## src/rtl/cnn_pkg.sv

```systemverilog
// rtl/cnn_pkg.sv - shared requester ids, arbiter state type and weight address map
// Purpose : common definitions imported by the weight memory port arbiter.
// Contents: req_idx_e    requester index (conv1, conv2, fc1, fc2)
//           arb_state_e  arbiter state (idle / locked to an owner)
//           *_W_BASE     flat weight/bias memory base address per layer
package cnn_pkg;

   typedef enum logic [1:0] {
      REQ_CONV1 = 2'd0,
      REQ_CONV2 = 2'd1,
      REQ_FC1   = 2'd2,
      REQ_FC2   = 2'd3
   } req_idx_e;

   typedef enum logic {
      ARB_IDLE   = 1'b0,
      ARB_LOCKED = 1'b1
   } arb_state_e;

   localparam logic [17:0] CONV1_W_BASE = 18'h00000;
   localparam logic [17:0] CONV2_W_BASE = 18'h00200;
   localparam logic [17:0] FC1_W_BASE   = 18'h05000;
   localparam logic [17:0] FC2_W_BASE   = 18'h3F000;

endpackage

```

## src/rtl/rr_pick.sv

```systemverilog
// rtl/rr_pick.sv - round-robin priority search starting at a pointer
// Purpose : find the first asserted request at or after ptr, wrapping at NUM_REQ-1.
// Ports   : req    in  NUM_REQ  request mask
//           ptr    in  IDX_W    index with highest priority
//           onehot out NUM_REQ  one-hot of the selected request (0 if none)
//           idx    out IDX_W    index of the selected request (0 if none)
//           any    out 1        a request was selected
module rr_pick #(
   parameter int NUM_REQ = 4,
   parameter int IDX_W   = 2
) (
   input  logic [NUM_REQ-1:0] req,
   input  logic [IDX_W-1:0]   ptr,
   output logic [NUM_REQ-1:0] onehot,
   output logic [IDX_W-1:0]   idx,
   output logic               any
);

   int w_pos;

   always_comb begin
      onehot = '0;
      idx    = '0;
      any    = 1'b0;
      w_pos  = 0;
      for (int k = 0; k < NUM_REQ; k++) begin
         w_pos = int'(ptr) + k;
         if (w_pos >= NUM_REQ) begin
            w_pos = w_pos - NUM_REQ;
         end
         if (!any && req[IDX_W'(w_pos)]) begin
            any                   = 1'b1;
            onehot[IDX_W'(w_pos)] = 1'b1;
            idx                   = IDX_W'(w_pos);
         end
      end
   end

endmodule

```

## src/rtl/weight_port_arbiter.sv

```systemverilog
// rtl/weight_port_arbiter.sv - round-robin, burst-locking arbiter for the shared weight memory read port
// Purpose : grants one requester beat per cycle onto mem_en/mem_addr, locks to an owner for
//           multi-beat bursts, and routes read data back after a fixed MEM_LAT latency.
// Ports   : clk, reset (async, active-high)
//           req/req_addr/req_last  in   per-requester read beats
//           gnt                    out  one-hot grant, same cycle as the beat
//           mem_en/mem_addr        out  memory read command
//           mem_rdata              in   memory data, MEM_LAT cycles after mem_en
//           rsp_valid/rsp_data     out  one-hot response strobe and shared data bus
//           gnt_cnt/stall_cnt      out  saturating per-requester counters (ARB_PERF_CNT_EN only)
// Config  : define ARB_PERF_CNT_EN to add the performance counters.
module weight_port_arbiter
   import cnn_pkg::*;
#(
   parameter int NUM_REQ = 4,
   parameter int ADDR_W  = 18,
   parameter int DATA_W  = 8,
   parameter int MEM_LAT = 1
) (
   input  logic                      clk,
   input  logic                      reset,
   input  logic [NUM_REQ-1:0]        req,
   input  logic [NUM_REQ*ADDR_W-1:0] req_addr,
   input  logic [NUM_REQ-1:0]        req_last,
   output logic [NUM_REQ-1:0]        gnt,
   output logic                      mem_en,
   output logic [ADDR_W-1:0]         mem_addr,
   input  logic [DATA_W-1:0]         mem_rdata,
   output logic [NUM_REQ-1:0]        rsp_valid,
   output logic [DATA_W-1:0]         rsp_data
`ifdef ARB_PERF_CNT_EN
   ,
   output logic [NUM_REQ*32-1:0]     gnt_cnt,
   output logic [NUM_REQ*32-1:0]     stall_cnt
`endif
);

   localparam int IDX_W = (NUM_REQ > 1) ? $clog2(NUM_REQ) : 1;

   arb_state_e              r_state;
   arb_state_e              w_state_nxt;
   logic [IDX_W-1:0]        r_rr_ptr;
   logic [IDX_W-1:0]        w_rr_ptr_nxt;
   logic [IDX_W-1:0]        r_owner;
   logic [IDX_W-1:0]        w_owner_nxt;
   logic [NUM_REQ-1:0]      w_pick_oh;
   logic [IDX_W-1:0]        w_pick_idx;
   logic                    w_pick_any;
   logic [IDX_W-1:0]        w_gnt_idx;

   logic [MEM_LAT-1:0]            r_tag_v;
   logic [MEM_LAT-1:0][IDX_W-1:0] r_tag_idx;

   function automatic logic [IDX_W-1:0] f_next(input logic [IDX_W-1:0] idx);
      return (idx == IDX_W'(NUM_REQ - 1)) ? '0 : idx + 1'b1;
   endfunction

   rr_pick #(
      .NUM_REQ (NUM_REQ),
      .IDX_W   (IDX_W)
   ) u_rr_pick (
      .req    (req),
      .ptr    (r_rr_ptr),
      .onehot (w_pick_oh),
      .idx    (w_pick_idx),
      .any    (w_pick_any)
   );

   always_ff @(posedge clk or posedge reset) begin
      if (reset) begin
         r_state  <= ARB_IDLE;
         r_rr_ptr <= '0;
         r_owner  <= '0;
      end else begin
         r_state  <= w_state_nxt;
         r_rr_ptr <= w_rr_ptr_nxt;
         r_owner  <= w_owner_nxt;
      end
   end

   always_comb begin
      w_state_nxt  = r_state;
      w_rr_ptr_nxt = r_rr_ptr;
      w_owner_nxt  = r_owner;
      gnt          = '0;
      w_gnt_idx    = '0;
      case (r_state)
         ARB_IDLE: begin
            if (w_pick_any) begin
               gnt       = w_pick_oh;
               w_gnt_idx = w_pick_idx;
               if (req_last[w_pick_idx]) begin
                  w_rr_ptr_nxt = f_next(w_pick_idx);
               end else begin
                  w_state_nxt = ARB_LOCKED;
                  w_owner_nxt = w_pick_idx;
               end
            end
         end
         ARB_LOCKED: begin
            // Owner dropping req ends the burst early; nobody is granted that cycle.
            if (req[r_owner]) begin
               gnt[r_owner] = 1'b1;
               w_gnt_idx    = r_owner;
               if (req_last[r_owner]) begin
                  w_state_nxt  = ARB_IDLE;
                  w_rr_ptr_nxt = f_next(r_owner);
               end
            end else begin
               w_state_nxt  = ARB_IDLE;
               w_rr_ptr_nxt = f_next(r_owner);
            end
         end
         default: w_state_nxt = ARB_IDLE;
      endcase
   end

   assign mem_en   = |gnt;
   assign mem_addr = mem_en ? req_addr[w_gnt_idx*ADDR_W +: ADDR_W] : '0;

   // Tag shift register: stage MEM_LAT-1 lines up with mem_rdata for the beat issued
   // MEM_LAT cycles earlier; reset empties it so in-flight beats never respond.
   always_ff @(posedge clk or posedge reset) begin
      if (reset) begin
         r_tag_v   <= '0;
         r_tag_idx <= '0;
      end else begin
         r_tag_v[0]   <= mem_en;
         r_tag_idx[0] <= w_gnt_idx;
         for (int k = 1; k < MEM_LAT; k++) begin
            r_tag_v[k]   <= r_tag_v[k-1];
            r_tag_idx[k] <= r_tag_idx[k-1];
         end
      end
   end

   always_comb begin
      rsp_valid = '0;
      rsp_data  = '0;
      if (r_tag_v[MEM_LAT-1]) begin
         rsp_valid[r_tag_idx[MEM_LAT-1]] = 1'b1;
         rsp_data                        = mem_rdata;
      end
   end

`ifdef ARB_PERF_CNT_EN
   always_ff @(posedge clk or posedge reset) begin
      if (reset) begin
         gnt_cnt   <= '0;
         stall_cnt <= '0;
      end else begin
         for (int i = 0; i < NUM_REQ; i++) begin
            if (gnt[i] && (gnt_cnt[i*32 +: 32] != 32'hFFFF_FFFF)) begin
               gnt_cnt[i*32 +: 32] <= gnt_cnt[i*32 +: 32] + 32'd1;
            end
            if (req[i] && !gnt[i] && (stall_cnt[i*32 +: 32] != 32'hFFFF_FFFF)) begin
               stall_cnt[i*32 +: 32] <= stall_cnt[i*32 +: 32] + 32'd1;
            end
         end
      end
   end
`endif

endmodule

```

## config.mk

```make
export PLATFORM = sky130hd
export DESIGN_NAME = weight_port_arbiter
export DESIGN_NICKNAME = d
export VERILOG_FILES = /design/src/rtl/cnn_pkg.sv /design/src/rtl/rr_pick.sv /design/src/rtl/weight_port_arbiter.sv
export SDC_FILE = /design/constraint.sdc
export NUM_CORES = 1
export LEC_CHECK = 0
export CAP_MARGIN = 10
export CORE_AREA = 2 2 79 81
export CTS_BUF_LIST = sky130_fd_sc_hd__clkbuf_16
export CTS_CLUSTER_SIZE = 40
export DETAILED_ROUTE_END_ITERATION = 10
export DIE_AREA = 0 0 81 83
export PLACE_DENSITY = 0.81
export SLEW_MARGIN = 5
export SYNTH_ARGS = -nofsm -noshare
export SYNTH_HDL_FRONTEND = slang
export SYNTH_HIERARCHICAL = 1
export SYNTH_SLANG_ARGS = --single-unit
```

## constraint.sdc

```tcl
create_clock -name clk -period 5.6 [get_ports clk]
set_clock_uncertainty 0.05 [all_clocks]
set_input_delay 1.68 -clock clk [delete_from_list [all_inputs] [get_ports clk]]
set_output_delay 1.68 -clock clk [all_outputs]
set_load 0.01 [all_outputs]
```

Word level (Yosys, flattened, before mapping)
Cells that the tools add are included.
W data, S select, Z words.
{"block": "totals", "wordCells": 125, "reg_bits": 8, "ram_bits": 0, "input_bits": 90, "mem_bits_ro": 0, "latchBits": 0, "mem_count": 0}
{"block": "classes", "n_addsub": 9, "div_mod_pow": 0, "reduce_logical": 15, "n_mul": 1, "shifts": 1, "order_cmp": 17, "bitwise_logic": 5, "n_eq_ne": 5, "n_mux": 67}
{"operator": "$shiftx A72 B8 Y18", "n": 1}
{"operator": "$mux W2", "n": 16}
{"operator": "$mux W4", "n": 7}
{"operator": "$mux W1", "n": 25}
{"operator": "$mux W18", "n": 1}
{"operator": "$lt A2 B4 Y1 const B", "n": 4}
{"operator": "$bmux W1 S2", "n": 7}
{"operator": "$demux W1 S2", "n": 6}
{"operator": "$ge A2 B1 Y1 const B", "n": 6}
{"operator": "$or A4 B4 Y4", "n": 3}
{"operator": "$ge A3 B3 Y1 const B", "n": 3}
{"operator": "$logic_and A1 B1 Y1", "n": 9}
{"operator": "$lt A2 B3 Y1 const B", "n": 3}
{"operator": "$mux W8", "n": 1}
{"operator": "$pmux W2 S2", "n": 2}
{"operator": "$pmux W4 S2", "n": 1}
{"operator": "$sub A2 B1 Y2 const B", "n": 4}
{"operator": "$add A2 B2 Y3 const B", "n": 2}
{"operator": "$mul A2 B4 Y6 const B", "n": 1}
{"operator": "$reduce_and A3 Y1", "n": 2}
{"operator": "$add A2 B1 Y2 const B", "n": 2}
{"operator": "$eq A2 B2 Y1 const B", "n": 2}
{"operator": "$reduce_or A4 Y1", "n": 1}
{"operator": "$add A2 B1 Y3 const B", "n": 1}
{"operator": "7 further kinds", "n": 10}

Longest topological paths before layout
{"block": "logic_depth", "depth_word": 20, "ltp_mapped": 15, "depth_no_buf": 11}

By module
The synthesis kept the hierarchy.
{"module": "weight_port_arbiter", "n_inst": 1, "area_per_inst_um2": 1422.6, "cells_each": 158}
{"module": "rr_pick", "n_inst": 1, "area_per_inst_um2": 531.8, "cells_each": 62}

Worst setup path before layout
Ideal clock, no wire load.
{"block": "synth_path", "path_kind": "input port to output port", "startpoint": "in req[1]", "endpoint": "out mem_addr[5]", "n_path_buf": 3, "arrival_time_ns": 3.997, "path_slack_ns": -0.127, "stages": 10, "cell_sequence": "mux4_1 -> buf_2 -> a211o_1 -> o21ai_0 -> nand2_1 -> o211a_1 -> buf_6 -> buf_8 -> mux2i_1 -> a221oi_1"}
{"block": "synth_between", "elab_chain_cells": 18, "word_cells_on_any_way": 45}
{"element": "start: declaration", "line": "weight_port_arbiter.sv:22", "source": "input logic [NUM_REQ-1:0] req,"}
{"element": "$bmux W1 S2", "line": "rr_pick.sv:31", "source": "if (!any && req[IDX_W'(w_pos)]) begin"}
{"element": "$mux W1 (not written as such) (2 in a row)", "line": "rr_pick.sv:31"}
{"element": "$mux W1", "line": "rr_pick.sv:31"}
{"element": "$logic_not A1 Y1", "line": "rr_pick.sv:31"}
{"element": "$logic_and A1 B1 Y1", "line": "rr_pick.sv:31"}
{"element": "$mux W1", "line": "rr_pick.sv:31"}
{"element": "$logic_not A1 Y1", "line": "rr_pick.sv:31"}
{"element": "$logic_and A1 B1 Y1", "line": "rr_pick.sv:31"}
{"element": "[... 2 more ...]"}
{"element": "$logic_and A1 B1 Y1", "line": "rr_pick.sv:31"}
{"element": "$mux W2 *", "line": "rr_pick.sv:31"}
{"element": "named net w_pick_idx[0]", "line": "weight_port_arbiter.sv:47", "source": "logic [IDX_W-1:0] w_pick_idx;"}
{"element": "$mux W2 *", "line": "weight_port_arbiter.sv:89", "source": "if (w_pick_any) begin"}
{"element": "$pmux W2 S2 *", "line": "weight_port_arbiter.sv:87", "source": "case (r_state)"}
{"element": "$mul A2 B4 Y6 *", "line": "weight_port_arbiter.sv:119", "source": "assign mem_addr = mem_en ? req_addr[w_gnt_idx*ADDR_W +: ADDR_W] : '0;"}
{"element": "$shiftx A72 B8 Y18 *", "line": "weight_port_arbiter.sv:119"}
{"element": "$mux W18 *", "line": "weight_port_arbiter.sv:119"}
{"element": "end: declaration", "line": "weight_port_arbiter.sv:27", "source": "output logic [ADDR_W-1:0] mem_addr,"}
The timed path passes the listed nets; every way through them passes the cells marked *. The select of a mux whose other input is x is not followed.

Final worst setup path
{"block": "layout_path", "startpoint": "in req[3]", "endpoint": "out mem_addr[9]"}
{"block": "layout_between", "word_cells_on_any_way": 45}
{"element": "$bmux W1 S2", "line": "rr_pick.sv:31"}
{"element": "$mux W1 (not written as such) (2 in a row)", "line": "rr_pick.sv:31"}
{"element": "$mux W1", "line": "rr_pick.sv:31"}
{"element": "$logic_not A1 Y1", "line": "rr_pick.sv:31"}
{"element": "$logic_and A1 B1 Y1", "line": "rr_pick.sv:31"}
{"element": "$mux W1", "line": "rr_pick.sv:31"}
{"element": "$logic_not A1 Y1", "line": "rr_pick.sv:31"}
{"element": "$logic_and A1 B1 Y1", "line": "rr_pick.sv:31"}
{"element": "$mux W1", "line": "rr_pick.sv:31"}
{"element": "$logic_not A1 Y1", "line": "rr_pick.sv:31"}
{"element": "$logic_and A1 B1 Y1", "line": "rr_pick.sv:31"}
{"element": "$mux W4 *", "line": "rr_pick.sv:31"}
{"element": "named net w_pick_oh[1]", "line": "weight_port_arbiter.sv:46", "source": "logic [NUM_REQ-1:0] w_pick_oh;"}
{"element": "$mux W4 *", "line": "weight_port_arbiter.sv:89"}
{"element": "$pmux W4 S2 *", "line": "weight_port_arbiter.sv:87"}
{"element": "$reduce_or A4 Y1 *", "line": "weight_port_arbiter.sv:118", "source": "assign mem_en = |gnt;"}
{"element": "$mux W18 *", "line": "weight_port_arbiter.sv:119"}
Marks and branches as above.

==> flow_summary_export.csv <==
group,metric,value,unit
grt,grt_util_met1,0.246,
timing,tightest_slew,545,ps
synthesis,async_reset_ff_frac,1.00,
routing,routedWlPerCell,16.5,um
clocking,clk_pin_slew,40,ps
setup_path,path_class,"in -> out",
grt,grt_overflow,0,
setup_path,r2r_cells,13,
synthesis,synth_area_leaders,"mux2i_1, dfrtp_1, a221oi_2",
synthesis,ys.flop_type,"dfrtp_1",
cells_and_area,area.growth.synth_to_final,98.0,%
clocking,ctsHoldBuffers,0,
grt,grt_max_degree,21,
cells_and_area,register_area,200,um^2
setup_path,cp_max_fo,8,
placed_design,gp_congestion,0.897,
status,status,"finished with violations",
die,core-area,5820,um^2
hold_path,hold_start,"r_rr_ptr[1]",
placed_design,place_inst,426,
cells_and_area,multi_input_area,1700,um^2
timing,period_share,1.06,
synthesis,synth_edf_count,0,
power,power_density,840,nW/um^2
cells_and_area,fillers,490,
power,p_comb_frac,0.916,
power,seq_power_share,0.048,
synthesis,synth-seq-area-share,0.102,
clocking,clock_sinks,8,
setup_path,end_kind,"primary output",
synthesis,synth_cell_types,51,
synthesis,synth_seq_cells,8,
routing,drtIter0Drc,96,
power,ir_drop,0.536,mV
cells_and_area,final_nets,482,
die,io_pins,125,
hold_path,worstHoldEndpoint,"r_rr_ptr[1]",
synthesis,yosys_warnings,6,
die,initial_core_util,0.336,
setup_path,reg2reg_slack,2050,ps
timing,max_freq,169,MHz
timing,min_period,5920,ps
placed_design,hpwl,5400,um
setup_path,rr_endpoint,"r_rr_ptr[0]",
placed_design,io_buffers,124,
setup_path,required,3870,ps
cells_and_area,antenna_cells,0,
synthesis,yosysTopAreaCellShare,0.113,
grt,grt.met3_usage,0.0283,
routing,route.detailed.drc,0,
timing,drv_slew,0,
power,p_leak,1.67,nW
routing,wirelength,7470,um
setup_path,critPathLaunchType,"input pin",
routing,ant_nets,0,
cells_and_area,utilization,0.665,
synthesis,syn-num-nets,323,
setup_path,rr_startpoint,"r_rr_ptr[1]",
timing,hold_viol_final,0,
timing,rsz0062_at_grt,"yes",
setup_path,crit_path_start,"req[3]",
grt,grt_use_total,0.216,
routing,vias,2414,
die,fp.dieArea,6720,um^2
status,failed_checks,"negative setup slack",
clocking,insertion_delay,230,ps
synthesis,avgSynthCellArea,8.88,um^2
power,clkPwrFrac,0.037,
clocking,cts_tree,"yes",
synthesis,yosysTopAreaCell,"mux2i_1",
synthesis,syn_area,1950,um^2
grt,gr-max-usage-layer,"met2",
timing,slew_headroom,0.636,
flow_run,drv_cap,0,
power,fin_total_pwr,3.25,mW
die,num_rows,28,
placed_design,place_ws,-1120,ps
clocking,cts_buffers,3,
routing,drtPass1Iterations,4,
power,swShare,0.451,
clocking,clockRootBuffer,"clkbuf_16",
cells_and_area,layout.cells.non_filler,452,
grt,grt_pass1_wl,11700,um
clocking,clk_path_buf_depth,2,
grt,grt_use_met2,0.415,
power,p_int,1.78,mW
power,p_switching,1.47,mW
die,fp.dieW,81,um
synthesis,synthCells,220,
timing,final.setup.worst_slack,-317,ps
hold_path,hold_depth,2,
routing,avgViaCountPerCell,5.34,
grt,antenna_found_initial,0,
hold_path,min_path_type,"reg -> reg",
die,die_h,83,um
grt,grt_pass1_vias,2469,
timing,setup_viol,19,
setup_path,crit_arrival,4190,ps
timing,tns,-5260,ps
clocking,htree_levels,1,
cells_and_area,layout-drive-gt1-share,0.353,
==> critical path: stages <==
cell and delay (ps):
buf_8 100, buf_6 100, mux4_2 540, a21oi_2 180, a21oi_1 70, a21o_1 180
or4_4 530, a32oi_4 220, buf_12 150, buf_12 100, buf_12 120, a221oi_2 30
buf_2 150
==> per-layer routing <==
layer	share of wire	vias to the layer above
met5	0	-
met4	0.0091	0
met3	0.059	6
met2	0.56	99
met1	0.38	1138
li1	-	1171
==> logic make-up (layout without fill, tap and decap cells) <==
group	count (synthesis)	in the layout	share of synthesized area
flip-flops	8	8	0.102
buffers and inverters	29	186	0.0947
multiplexers	34	34	0.215
AO/OA/AOI/OAI	71	71	0.318
adder cells (fa/ha/maj)	13	13	0.0832
AND/OR/NAND/NOR	65	65	0.186
==> per-stage QoR <==
stage | hold WS, ps | instance area (um^2)
after floorplan | 554 | 1970
after global placement | 669 | 3400
after detailed placement | 671 | 3400
after CTS | 697 | 3770
after global routing | 757 | 3870
final | 701 | 3870
==> power groups by stage <==
stage | registers (mW) | clock network, mW | logic, mW
after floorplan | 0.123 | 0 | 1.52
after global placement | 0.150 | 0 | 2.38
after detailed placement | 0.152 | 0 | 2.41
after CTS | 0.153 | 0.118 | 2.83
after global routing | 0.164 | 0.126 | 3.18
final | 0.155 | 0.119 | 2.98
==> synth_stat cells (2+ instances only) <==
| master | count |
|---|---|
| mux4_2 | 3 |
| buf_2 | 6 |
| a221oi_1 | 8 |
| ha_1 | 13 |
| o2111ai_1 | 2 |
| nand2_1 | 25 |
| nand3_1 | 5 |
| a32o_1 | 5 |
| nor4b_1 | 2 |
| o31ai_1 | 2 |
| nand3b_1 | 3 |
| a221oi_2 | 11 |
| buf_4 | 5 |
| or4_4 | 2 |
| a21oi_1 | 24 |
| nor3b_1 | 2 |
| o21ai_0 | 5 |
| a21o_1 | 2 |
| inv_1 | 9 |
| a31oi_1 | 2 |
| mux2i_1 | 22 |
| nor2_1 | 4 |
| clkbuf_1 | 2 |
| nor2b_1 | 5 |
| and2_1 | 8 |
| dfrtp_1 | 8 |
| mux2i_2 | 2 |
| mux2_2 | 5 |
| buf_6 | 5 |
| nand2b_1 | 2 |
==> layout by cell type, fill, tap and decap left out, types with 6 or more instances in the layout <==
| cell | n |
|---|---|
| a21oi_1 | 19 |
| a221oi_2 | 19 |
| and2_1 | 8 |
| buf_12 | 8 |
| buf_2 | 18 |
| buf_4 | 28 |
| buf_6 | 10 |
| clkdlybuf4s50_1 | 97 |
| dfrtp_1 | 8 |
| ha_1 | 13 |
| inv_1 | 8 |
| mux2i_1 | 18 |
| mux2i_2 | 6 |
| nand2_1 | 24 |
==> sequential cells by signal, summed over array words and instances (netlist names) <==
signal,cells
r_owner,2
r_state,1
r_tag_v,1
r_rr_ptr,2
r_tag_idx,2
==> cell type report <==
cell class	count	area share
clock buffers	3	0.0194
inverters	10	0.0116
multi-input cells	183	0.439
flip-flops and latches	8	0.0517
well taps	75	0.0242
repair buffers	173	0.454
==> worst max path at each step <==
stage	endpoint	slack, ps	depth (start not counted)
floorplan	mem_en	-10	9
global placement	mem_addr[2]	-1010	13
detailed placement	mem_addr[2]	-1120	10
CTS	mem_addr[10]	-290	14
global route	mem_addr[16]	-400	13
finish	mem_addr[9]	-320	13
==> repair_timing <==
item                                   in CTS  in global routing
gates resized for setup                   147                 13
gates cloned                                4                  1
pin swaps                                  13                  6
endpoints found under the hold margin       0                  0
buffers inserted                           14                  4
setup endpoints to repair                  23                 23
Note: power is estimated with default switching activity, not from simulation.
